--- config.mk ---
export PLATFORM = sky130hd
export DESIGN_NAME = ps2_key_receiver
export DESIGN_NICKNAME = d
export VERILOG_FILES = /design/src/rtl/ps2_pkg.sv /design/src/rtl/ps2_sync_fifo.sv /design/src/rtl/ps2_key_receiver.sv
export SDC_FILE = /design/constraint.sdc
export NUM_CORES = 1
export LEC_CHECK = 0
export ABC_AREA = 1
export BUFFER_PORTS_ARGS = -buffer_cell sky130_fd_sc_hd__buf_2
export CAP_MARGIN = 30
export CORE_ASPECT_RATIO = 1.75
export CORE_UTILIZATION = 60
export CTS_CLUSTER_DIAMETER = 200
export DETAILED_ROUTE_END_ITERATION = 7
export PLACE_DENSITY = 0.86
export SYNTH_ARGS = -nofsm -noshare
export SYNTH_HDL_FRONTEND = slang
export SYNTH_HIERARCHICAL = 1
export SYNTH_SLANG_ARGS = --single-unit
export TNS_END_PERCENT = 1
--- constraint.sdc ---
create_clock -name Clk -period 4.59 [get_ports Clk]
set_input_delay 0.459 -clock Clk [delete_from_list [all_inputs] [get_ports Clk]]
set_output_delay 0.459 -clock Clk [all_outputs]
set_load 0.01 [all_outputs]
--- src/rtl/ps2_pkg.sv ---
// Shared types and constants for the PS/2 key receiver: frame FSM states, FIFO entry
// layout and the scan-code prefix bytes.
package ps2_pkg;

   typedef enum logic [1:0] {
      StIdle   = 2'd0,
      StData   = 2'd1,
      StParity = 2'd2,
      StStop   = 2'd3
   } ps2_state_e;

   typedef struct packed {
      logic       ext;
      logic       brk;
      logic [7:0] code;
   } ps2_entry_t;

   localparam logic [7:0]  PS2_EXT_PREFIX   = 8'hE0;
   localparam logic [7:0]  PS2_BREAK_PREFIX = 8'hF0;
   localparam int unsigned PS2_ENTRY_W      = $bits(ps2_entry_t);

   // Odd parity: data bits plus the parity bit must hold an odd number of ones.
   function automatic logic ps2_parity_ok(input logic [7:0] i_data, input logic i_par);
      return ^{i_data, i_par};
   endfunction

endpackage

--- src/rtl/ps2_sync_fifo.sv ---
// Single-clock FIFO for decoded key entries. DEPTH must be a power of two, at least 2.
// A push into a full FIFO is dropped and flagged, unless a pop frees the slot that cycle.
module ps2_sync_fifo #(
   parameter int unsigned DEPTH = 4,
   parameter int unsigned WIDTH = 10
) (
   input  logic             i_clk,
   input  logic             i_rst,
   input  logic             i_push,
   input  logic [WIDTH-1:0] i_data,
   input  logic             i_pop,
   output logic [WIDTH-1:0] o_data,
   output logic             o_valid,
   output logic             o_ovf
);

   localparam int unsigned AW = (DEPTH > 1) ? $clog2(DEPTH) : 1;
   localparam int unsigned CW = $clog2(DEPTH + 1);

   logic [WIDTH-1:0] r_mem [DEPTH];
   logic [AW-1:0]    r_wr_ptr;
   logic [AW-1:0]    r_rd_ptr;
   logic [CW-1:0]    r_count;
   logic             r_ovf;

   logic w_empty;
   logic w_full;
   logic w_do_pop;
   logic w_do_push;

   assign w_empty   = (r_count == '0);
   assign w_full    = (r_count == CW'(DEPTH));
   assign w_do_pop  = i_pop && !w_empty;
   assign w_do_push = i_push && (!w_full || w_do_pop);

   always_ff @(posedge i_clk) begin
      if (i_rst) begin
         r_wr_ptr <= '0;
         r_rd_ptr <= '0;
         r_count  <= '0;
         r_ovf    <= 1'b0;
      end else begin
         if (w_do_push) r_wr_ptr <= r_wr_ptr + AW'(1);
         if (w_do_pop)  r_rd_ptr <= r_rd_ptr + AW'(1);
         case ({w_do_push, w_do_pop})
            2'b10:   r_count <= r_count + CW'(1);
            2'b01:   r_count <= r_count - CW'(1);
            default: r_count <= r_count;
         endcase
         r_ovf <= i_push && !w_do_push;
      end
   end

   always_ff @(posedge i_clk) begin
      if (w_do_push) r_mem[r_wr_ptr] <= i_data;
   end

   assign o_data  = r_mem[r_rd_ptr];
   assign o_valid = !w_empty;
   assign o_ovf   = r_ovf;

endmodule

--- src/rtl/ps2_key_receiver.sv ---
// PS/2 keyboard receiver: synchronise, filter, deframe, decode E0/F0 prefixes, queue entries.
// Define PS2_TYPEMATIC_FILTER_EN to drop auto-repeated makes of the currently held key.
module ps2_key_receiver
   import ps2_pkg::*;
#(
   parameter int unsigned SYNC_STAGES = 2,
   parameter int unsigned FILTER_LEN  = 4,
   parameter int unsigned TIMEOUT_CYC = 100000,
   parameter int unsigned FIFO_DEPTH  = 4
) (
   input  logic       Clk,
   input  logic       rst,
   input  logic       PS2Clk,
   input  logic       PS2Data,
   input  logic       keyReady,
   output logic       keyValid,
   output logic [7:0] keyCode,
   output logic       keyBreak,
   output logic       keyExt,
   output logic       keyPressed,
   output logic       parityErr,
   output logic       frameErr,
   output logic       fifoOvf
);

   localparam int unsigned FCW = $clog2(FILTER_LEN + 1);
   localparam int unsigned TCW = $clog2(TIMEOUT_CYC + 1);

   logic [SYNC_STAGES-1:0] r_clk_sync;
   logic [SYNC_STAGES-1:0] r_data_sync;
   logic                   r_clk_filt;
   logic [FCW-1:0]         r_filt_cnt;
   ps2_state_e             r_state;
   logic [2:0]             r_bit_cnt;
   logic [7:0]             r_shift;
   logic                   r_par;
   logic [TCW-1:0]         r_to_cnt;
   logic                   r_ext;
   logic                   r_brk;
   logic                   r_pressed;
   logic                   r_last_ext;
   logic [7:0]             r_last_code;
   logic                   r_parity_err;
   logic                   r_frame_err;

   logic       w_clk_s;
   logic       w_data_s;
   logic       w_filt_done;
   logic       w_fall;
   logic       w_timeout;
   logic       w_stop_sample;
   logic       w_par_ok;
   logic       w_byte_ok;
   logic       w_discard;
   logic       w_is_prefix;
   logic       w_same_make;
   logic       w_repeat;
   logic       w_push;
   ps2_entry_t w_entry;
   ps2_entry_t w_head;
   logic       w_valid;
   logic       w_ovf;

   assign w_clk_s  = r_clk_sync[SYNC_STAGES-1];
   assign w_data_s = r_data_sync[SYNC_STAGES-1];

   // PS/2 lines idle high, so the synchronisers come out of reset at 1.
   always_ff @(posedge Clk) begin
      if (rst) begin
         r_clk_sync  <= '1;
         r_data_sync <= '1;
      end else begin
         r_clk_sync  <= {r_clk_sync[SYNC_STAGES-2:0], PS2Clk};
         r_data_sync <= {r_data_sync[SYNC_STAGES-2:0], PS2Data};
      end
   end

   assign w_filt_done = (w_clk_s != r_clk_filt) && (r_filt_cnt == FCW'(FILTER_LEN - 1));
   assign w_fall      = w_filt_done && !w_clk_s;

   always_ff @(posedge Clk) begin
      if (rst) begin
         r_clk_filt <= 1'b1;
         r_filt_cnt <= '0;
      end else if (w_clk_s == r_clk_filt) begin
         r_filt_cnt <= '0;
      end else if (w_filt_done) begin
         r_clk_filt <= w_clk_s;
         r_filt_cnt <= '0;
      end else begin
         r_filt_cnt <= r_filt_cnt + FCW'(1);
      end
   end

   assign w_timeout = (r_state != StIdle) && !w_fall && (r_to_cnt == TCW'(TIMEOUT_CYC - 1));

   always_ff @(posedge Clk) begin
      if (rst) begin
         r_state   <= StIdle;
         r_bit_cnt <= '0;
         r_shift   <= '0;
         r_par     <= 1'b0;
         r_to_cnt  <= '0;
      end else if (w_timeout) begin
         r_state  <= StIdle;
         r_to_cnt <= '0;
      end else begin
         if (w_fall || (r_state == StIdle)) r_to_cnt <= '0;
         else                               r_to_cnt <= r_to_cnt + TCW'(1);
         if (w_fall) begin
            case (r_state)
               StIdle: begin
                  if (!w_data_s) begin
                     r_state   <= StData;
                     r_bit_cnt <= '0;
                  end
               end
               StData: begin
                  r_shift   <= {w_data_s, r_shift[7:1]};
                  r_bit_cnt <= r_bit_cnt + 3'd1;
                  if (r_bit_cnt == 3'd7) r_state <= StParity;
               end
               StParity: begin
                  r_par   <= w_data_s;
                  r_state <= StStop;
               end
               default: r_state <= StIdle;
            endcase
         end
      end
   end

   assign w_stop_sample = w_fall && (r_state == StStop);
   assign w_par_ok      = ps2_parity_ok(r_shift, r_par);
   assign w_byte_ok     = w_stop_sample && w_par_ok && w_data_s;
   assign w_discard     = w_timeout || (w_stop_sample && !(w_par_ok && w_data_s));
   assign w_is_prefix   = (r_shift == PS2_EXT_PREFIX) || (r_shift == PS2_BREAK_PREFIX);
   assign w_same_make   = ({r_ext, r_shift} == {r_last_ext, r_last_code});

`ifdef PS2_TYPEMATIC_FILTER_EN
   // Armed by a pushed make, disarmed by any pushed break.
   logic r_rep_armed;

   always_ff @(posedge Clk) begin
      if (rst)         r_rep_armed <= 1'b0;
      else if (w_push) r_rep_armed <= !r_brk;
   end

   assign w_repeat = !r_brk && r_rep_armed && w_same_make;
`else
   assign w_repeat = 1'b0;
`endif

   assign w_push  = w_byte_ok && !w_is_prefix && !w_repeat;
   assign w_entry = '{ext: r_ext, brk: r_brk, code: r_shift};

   always_ff @(posedge Clk) begin
      if (rst) begin
         r_ext       <= 1'b0;
         r_brk       <= 1'b0;
         r_pressed   <= 1'b0;
         r_last_ext  <= 1'b0;
         r_last_code <= '0;
      end else if (w_discard) begin
         r_ext <= 1'b0;
         r_brk <= 1'b0;
      end else if (w_byte_ok) begin
         if (r_shift == PS2_EXT_PREFIX) begin
            r_ext <= 1'b1;
         end else if (r_shift == PS2_BREAK_PREFIX) begin
            r_brk <= 1'b1;
         end else begin
            r_ext <= 1'b0;
            r_brk <= 1'b0;
            if (w_push && r_brk) begin
               if (w_same_make) r_pressed <= 1'b0;
            end else if (w_push) begin
               r_pressed   <= 1'b1;
               r_last_ext  <= r_ext;
               r_last_code <= r_shift;
            end
         end
      end
   end

   always_ff @(posedge Clk) begin
      if (rst) begin
         r_parity_err <= 1'b0;
         r_frame_err  <= 1'b0;
      end else begin
         r_parity_err <= w_stop_sample && !w_par_ok;
         r_frame_err  <= w_timeout || (w_stop_sample && w_par_ok && !w_data_s);
      end
   end

   ps2_sync_fifo #(
      .DEPTH (FIFO_DEPTH),
      .WIDTH (PS2_ENTRY_W)
   ) u_fifo (
      .i_clk   (Clk),
      .i_rst   (rst),
      .i_push  (w_push),
      .i_data  (w_entry),
      .i_pop   (keyReady),
      .o_data  (w_head),
      .o_valid (w_valid),
      .o_ovf   (w_ovf)
   );

   // Head fields are forced to 0 while empty so stale RAM never reaches the pins.
   assign keyValid   = w_valid;
   assign keyCode    = w_valid ? w_head.code : 8'h00;
   assign keyBreak   = w_valid && w_head.brk;
   assign keyExt     = w_valid && w_head.ext;
   assign keyPressed = r_pressed;
   assign parityErr  = r_parity_err;
   assign frameErr   = r_frame_err;
   assign fifoOvf    = w_ovf;

endmodule

# Word-level counts from Yosys, hierarchy flattened
# Memory sizes are Yosys's and may differ from the RTL's. A register that Yosys moved wholly into a read port is not among the register bits.
# Index checks and enable logic that the tools add are counted.
[totals] inputBits=5 register_bits=61 mem_bits_rw=40 out_inout_bits=15 mem_count=1
[op_classes] bitwise=6 n_eq_ne=18 n_addsub=7 n_reduce_logical=52 n_mux=17
[mem_list] memory="u_fifo.r_mem" depth=4 word_bits=10 read_ports=1 rd_clocked_by_memory_dff=1 write_ports=1 line_no="ps2_sync_fifo.sv:20" rtl="logic [WIDTH-1:0] r_mem [DEPTH];"
[op_table] op="$logic_and 1x1->1" n=18
[op_table] op="$add 17x1->17 const B" n=1
[op_table] op="$eq 17x17->1 const B" n=1
[op_table] op="$eq 8x8->1 const B" n=2
[op_table] op="$pmux 3 s2" n=2
[op_table] op="$reduce_and 6->1" n=2
[op_table] op="$add 3x1->3 const B" n=3
[op_table] op="$eq 9x9->1" n=1
[op_table] op="$logic_not 1->1" n=9
[op_table] op="$reduce_and 3->1" n=3
[op_table] op="$reduce_xor 9->1" n=1
[op_table] op="$mux 1" n=8
[op_table] op="$mux 2" n=4
[op_table] op="$mux 8" n=1
[op_table] op="$ne 2x2->1 const B" n=4
[op_table] op="$reduce_bool 2->1" n=4
[op_table] op="$eq 2x2->1 const B" n=3
[op_table] op="$eq 3x3->1 const B" n=2
[op_table] op="$not 1->1" n=6
[op_table] op="$pmux 2 s3" n=1
[op_table] op="$reduce_and 2->1" n=3
[op_table] op="$reduce_or 3->1" n=2
[op_table] op="$logic_or 1x1->1" n=5
[op_table] op="$add 2x1->2 const B" n=2
[op_table] op="10 further kinds" n=12

# Depth between registers and ports, before layout
[logic_depth] word_depth=10 ltp_mapped=22

# By module
# The synthesis kept the hierarchy.
[by_module_without_submodules] mod="ps2_key_receiver" n_inst=1 area_each_um2=2758.9 seq_area_each_um2=1061.0 cells_per_inst=392
[by_module_without_submodules] mod="ps2_sync_fifo" n_inst=1 area_each_um2=2016.9 seq_area_each_um2=1401.3 cells_per_inst=172

# Worst setup path after synthesis
# No wires, ideal clock.
[synth_timing] path_kind="register to register" startpoint="reg r_shift[4]" endpoint="reg u_fifo.r_count[2]" synth_period_minus_slack_ns=2.374 required_ns=4.477 path_stages_with_launch=22 t_arrival_ns=2.261 slack_ns=2.216 cell_sequence="dfxtp_1 -> inv_2 -> nand2_1 -> nand2_1 -> nand2_1 -> nand2_1 -> nand2_2 -> nand2_2 -> nand2_1 -> nand2_2 -> nand4_4 -> inv_1 -> nand2_1 -> ha_1 -> inv_1 -> fa_1 -> inv_1 -> nand2_1 -> nand3_1 -> nand2_1 -> nand2_1 -> nor2_1"
[synth_between] elab_chain_len=7
[synth_lines] item="start: declaration" line_no="ps2_key_receiver.sv:35" rtl="logic [7:0] r_shift;"
[synth_lines] item="start signal: assignment" line_no="ps2_key_receiver.sv:119" rtl="r_shift <= {w_data_s, r_shift[7:1]};"
[synth_lines] item="$eq 8x8->1 / $reduce_xor 9->1 (equally long branches)" line_no="ps2_key_receiver.sv:137, ps2_pkg.sv:24"
[synth_lines] item="$logic_or 1x1->1 / $logic_and 1x1->1 (equally long branches)" line_no="ps2_key_receiver.sv:137, ps2_key_receiver.sv:135"
[synth_lines] item="$logic_not 1->1 / $logic_and 1x1->1 (equally long branches)" line_no="ps2_key_receiver.sv:154, ps2_key_receiver.sv:135"
[synth_lines] item="$logic_and 1x1->1 (*)" line_no="ps2_key_receiver.sv:154" rtl="assign w_push = w_byte_ok && !w_is_prefix && !w_repeat;"
[synth_lines] item="named net w_push" line_no="ps2_key_receiver.sv:58" rtl="logic w_push;"
[synth_lines] item="$logic_and 1x1->1 (*)" line_no="ps2_sync_fifo.sv:34" rtl="assign w_do_push = i_push && (!w_full || w_do_pop);"
[synth_lines] item="$eq 2x1->1 / $eq 2x2->1 (equally long branches)" line_no="ps2_sync_fifo.sv:45" rtl="case ({w_do_push, w_do_pop})"
[synth_lines] item="$pmux 3 s2 / $reduce_bool 2->1 (equally long branches)"
[synth_lines] item="end signal: assignment" line_no="ps2_sync_fifo.sv:46" rtl="2'b10: r_count <= r_count + CW'(1);"
[synth_lines] item="end signal: assignment" line_no="ps2_sync_fifo.sv:47" rtl="2'b01: r_count <= r_count - CW'(1);"
[synth_lines] item="end signal: assignment" line_no="ps2_sync_fifo.sv:48" rtl="default: r_count <= r_count;"
[synth_lines] item="end: declaration" line_no="ps2_sync_fifo.sv:23" rtl="logic [CW-1:0] r_count;"
# Mark *: on every way through the listed nets, which the timed path passes. The rest lies on a longest branch.
# A chain may end at the register's enable or synchronous reset.

# Worst setup path after layout
[layout_timing] startpoint="reg r_shift[7]" endpoint="reg u_fifo.r_count[2]"
# The elaborated chain is that of the path after synthesis.

==> run_results.csv <==
group,metric,value,unit
worst_setup_path,r2r_cells,15,
clock_network,clock-sinks,103,
timing,maxSlewViolCount,0,
global_routing,grt_overflow,0,
layout,antenna_cells,0,
synth,async_reset_ff_share,0,%
global_routing,grt_util_all_layers,24.80,%
floorplanning,fp-row-count,42,
clock_network,ctsHoldBuffers,0,
timing,finClkSkew,0.009652,ns
global_routing,grt_pass1_wl,16180,um
min_path,hp-class,"primary input to register",
synth,ys.flop_type,"dfxtp_1",
timing,finalHoldViolCount,0,
worst_setup_path,critPathKind,"register to register",
global_routing,antenna_found_initial,0,
worst_setup_path,crit_arrival,3.36,ns
clock_network,cts_tree,"done",
clock_network,cts_resized,0,
status,outcome,"complete, no violations",
power_and_ir_drop,ir_drop,0.0002318,V
worst_setup_path,crit_path_start,"r_shift[7]$_SDFFE_PP0P_",
timing,setup_violations,0,
synth,synthDistinctLibCells,40,
synth,synth.top_cell.area_share,26.41,%
power_and_ir_drop,p_per_area,346.7,mW/mm2
layout,final_nets,597,
place,dp.cells,654,
timing,fmax,320.9,MHz
layout,drive_gt1_share,12.37,%
job,max-cap-violations,0,
routing,vias,3703,
clock_network,clockBufferDepth,2,
routing,dr.first_iter.drc_count,177,
clock_network,cts_root_buffer,"clkbuf_16",
min_path,min_from,"PS2Data",
global_routing,grt_max_degree,22,
power_and_ir_drop,p_switching,0.4134,mW
timing,slew_headroom,31.35,%
worst_setup_path,worst-path-max-fanout,12,
routing,wl_per_cell,13.99,um
synth,synth_area_per_cell,8.468,um2
clock_network,postCtsSetupRepairBufs,0,
power_and_ir_drop,p_total,1.789,mW
layout,syn2layout_area_growth,8.069,%
worst_setup_path,crit_required,4.83,ns
power_and_ir_drop,power.share.clock,39.2,%
synth,syn-num-nets,584,
routing,wl,9373,um
power_and_ir_drop,p_int,1.376,mW
worst_setup_path,timing.rr.end,"u_fifo/r_count[2]$_SDFFE_PP0P_",
worst_setup_path,r2r-start,"r_shift[7]$_SDFFE_PP0P_",
timing,setup_tns,0,ns
min_path,min_path_cells,2,
synth,ys_top_cells_by_count,"95 x nand2_1, 82 x nor2_1, 68 x inv_1",
floorplanning,core,0.007620,mm2
synth,synth_top_area_cell,"dfxtp_1",
synth,synth_edf_count,40,
synth,seq_area_frac_synth,51.56,%
power_and_ir_drop,sw_frac_of_total,23.11,%
place,dp_hpwl,6641,um
worst_setup_path,endpoint_kind,"register",
power_and_ir_drop,p_leak,2.280,nW
layout,final_cells,670,
synth,yosysMostFrequentCell,"nand2_1",
synth,synth_area_leaders,"dfxtp_1 26%, edfxtp_1 25%, nand2_1 7.5%, nor2_1 6.4%, inv_1 5.3%",
synth,syn_inst,564,
floorplanning,die_w,69.44,um
floorplanning,initial_core_util,62.68,%
min_path,hold_end,"r_data_sync[0]$_SDFF_PP1_",
place,place_congestion,0.8925,
floorplanning,die-area,0.008334,mm2
floorplanning,io_pins,20,
clock_network,cts_buffers,9,
timing,worst_pin_slew,1.026,ns
synth,yosysWarningCount,6,
synth,syn_area,0.004776,mm2
clock_network,path_clk_slew,0.07,ns
power_and_ir_drop,seqPwrFrac,54.0,%
routing,postRouteAntennaNets,0,
worst_setup_path,crit_path_start_kind,"register",
place,io_buffers,19,
clock_network,cts.htree.levels,3,
timing,period_share,67.89,%
routing,dr.pass1.iters,5,
global_routing,grt_pass1_vias,3817,
floorplanning,dieHeight,120.0,um
power_and_ir_drop,pwr-share-comb,6.8,%
clock_network,clk_latency,0.35,ns
layout,fin_util,67.73,%
routing,drc,0,
worst_setup_path,reg2reg_slack,1.47,ns
timing,fin_crit,3.116,ns
timing,whs,0.3032,ns
timing,rsz0062_at_grt,"no",
synth,ys_ff_latch,103,
routing,avgViaCountPerCell,5.527,
-- cell usage in the layout (no fill, tap or decap), drive strengths merged, types with 2 or more instances in the layout --
cell type | synthesis | routed
dfxtp | 63 | 63
clkbuf | 8 | 11
o22ai | 10 | 10
buf | 9 | 19
clkinv | 2 | 6
nand3 | 22 | 22
nor3 | 7 | 7
or2 | 7 | 7
xor2 | 7 | 7
o21ai | 39 | 39
inv | 76 | 77
edfxtp | 40 | 40
nand4 | 16 | 16
nor4 | 4 | 4
a21oi | 33 | 33
o21a | 2 | 2
nand2 | 103 | 103
xnor2 | 5 | 5
nor2 | 92 | 92
ha | 14 | 14
-- area by class of cell --
cell class,instances,area [um2]
clock buffer,11,242.7
fill,590,2459
inverter,78,292.8
multi-input combinational,366,1926
sequential,103,2462
clock inverter,5,32.53
timing repair buffer,19,95.09
tap,88,110.1
-- sequential cells by signal, summed over array words and instances (netlist names), 2 cells and up, named ones only --
register	flops
r_shift	8
r_data_sync	2
r_clk_sync	2
r_last_code	8
u_fifo/r_mem	40
r_state	2
u_fifo/r_count	3
r_filt_cnt	3
r_bit_cnt	3
u_fifo/r_wr_ptr	2
r_to_cnt	17
u_fifo/r_rd_ptr	2
-- routing by layer --
layer  wire (um)  vias to the layer above  GRT usage, %
met4         366                        0         17.47
met1        3515                     1724         23.50
met5           0                        -             0
met3         282                       30         3.610
li1            -                     1862             -
met2        5209                       87         47.33
-- how the worst max path moves through the flow --
stage / to / slack, ns / cells after the start
after floorplan: u_fifo/r_count[2]$_SDFFE_PP0P_ / 2.22 / 21
after global placement: u_fifo/r_count[2]$_SDFFE_PP0P_ / 1.66 / 15
after detailed placement: u_fifo/r_count[2]$_SDFFE_PP0P_ / 1.55 / 15
after CTS: u_fifo/r_count[2]$_SDFFE_PP0P_ / 1.48 / 15
after global routing: u_fifo/r_count[2]$_SDFFE_PP0P_ / 1.17 / 15
final: u_fifo/r_count[2]$_SDFFE_PP0P_ / 1.47 / 15
-- critical path, cell delays in order (launching register included) --
cell and delay, ns:
dfxtp_1 0.58, inv_1 0.20, nor3_2 0.15, nand3_1 0.43, nand4_4 0.33, inv_1 0.13, nand2_1 0.17, ha_1 0.21
inv_1 0.08, fa_1 0.39, inv_1 0.07, nand2_1 0.05, nand3_1 0.08, nand2_1 0.06, nand2_1 0.05, nor2_1 0.04
-- metrics by stage --
| step | cell area (um2) | worst slack [ns] |
|---|---|---|
| final | 5161 | 1.474 |
| after global routing | 5161 | 1.173 |
| after CTS | 5161 | 1.482 |
| after detailed placement | 4886 | 1.553 |
| after global placement | 4886 | 1.655 |
| after floorplan | 4776 | 2.216 |
-- power groups by stage --
stage	logic, mW	clock network (mW)	registers (mW)
floorplan	0.101	0	0.977
global placement	0.115	0	0.985
detailed placement	0.120	0	0.986
CTS	0.120	0.717	0.966
global route	0.137	0.746	0.966
finish	0.122	0.701	0.966
-- kinds of logic (layout without fill, tap and decap cells) --
family,count (synthesis),count (layout),synth area share (%)
fa+ha+maj,15,15,4.087
flops,103,103,51.56
buf+inv,95,113,8.121
compound gates,87,87,9.798
xor+xnor,12,12,2.201
simple gates,252,252,24.23
Power figures use the tool's default switching activity.
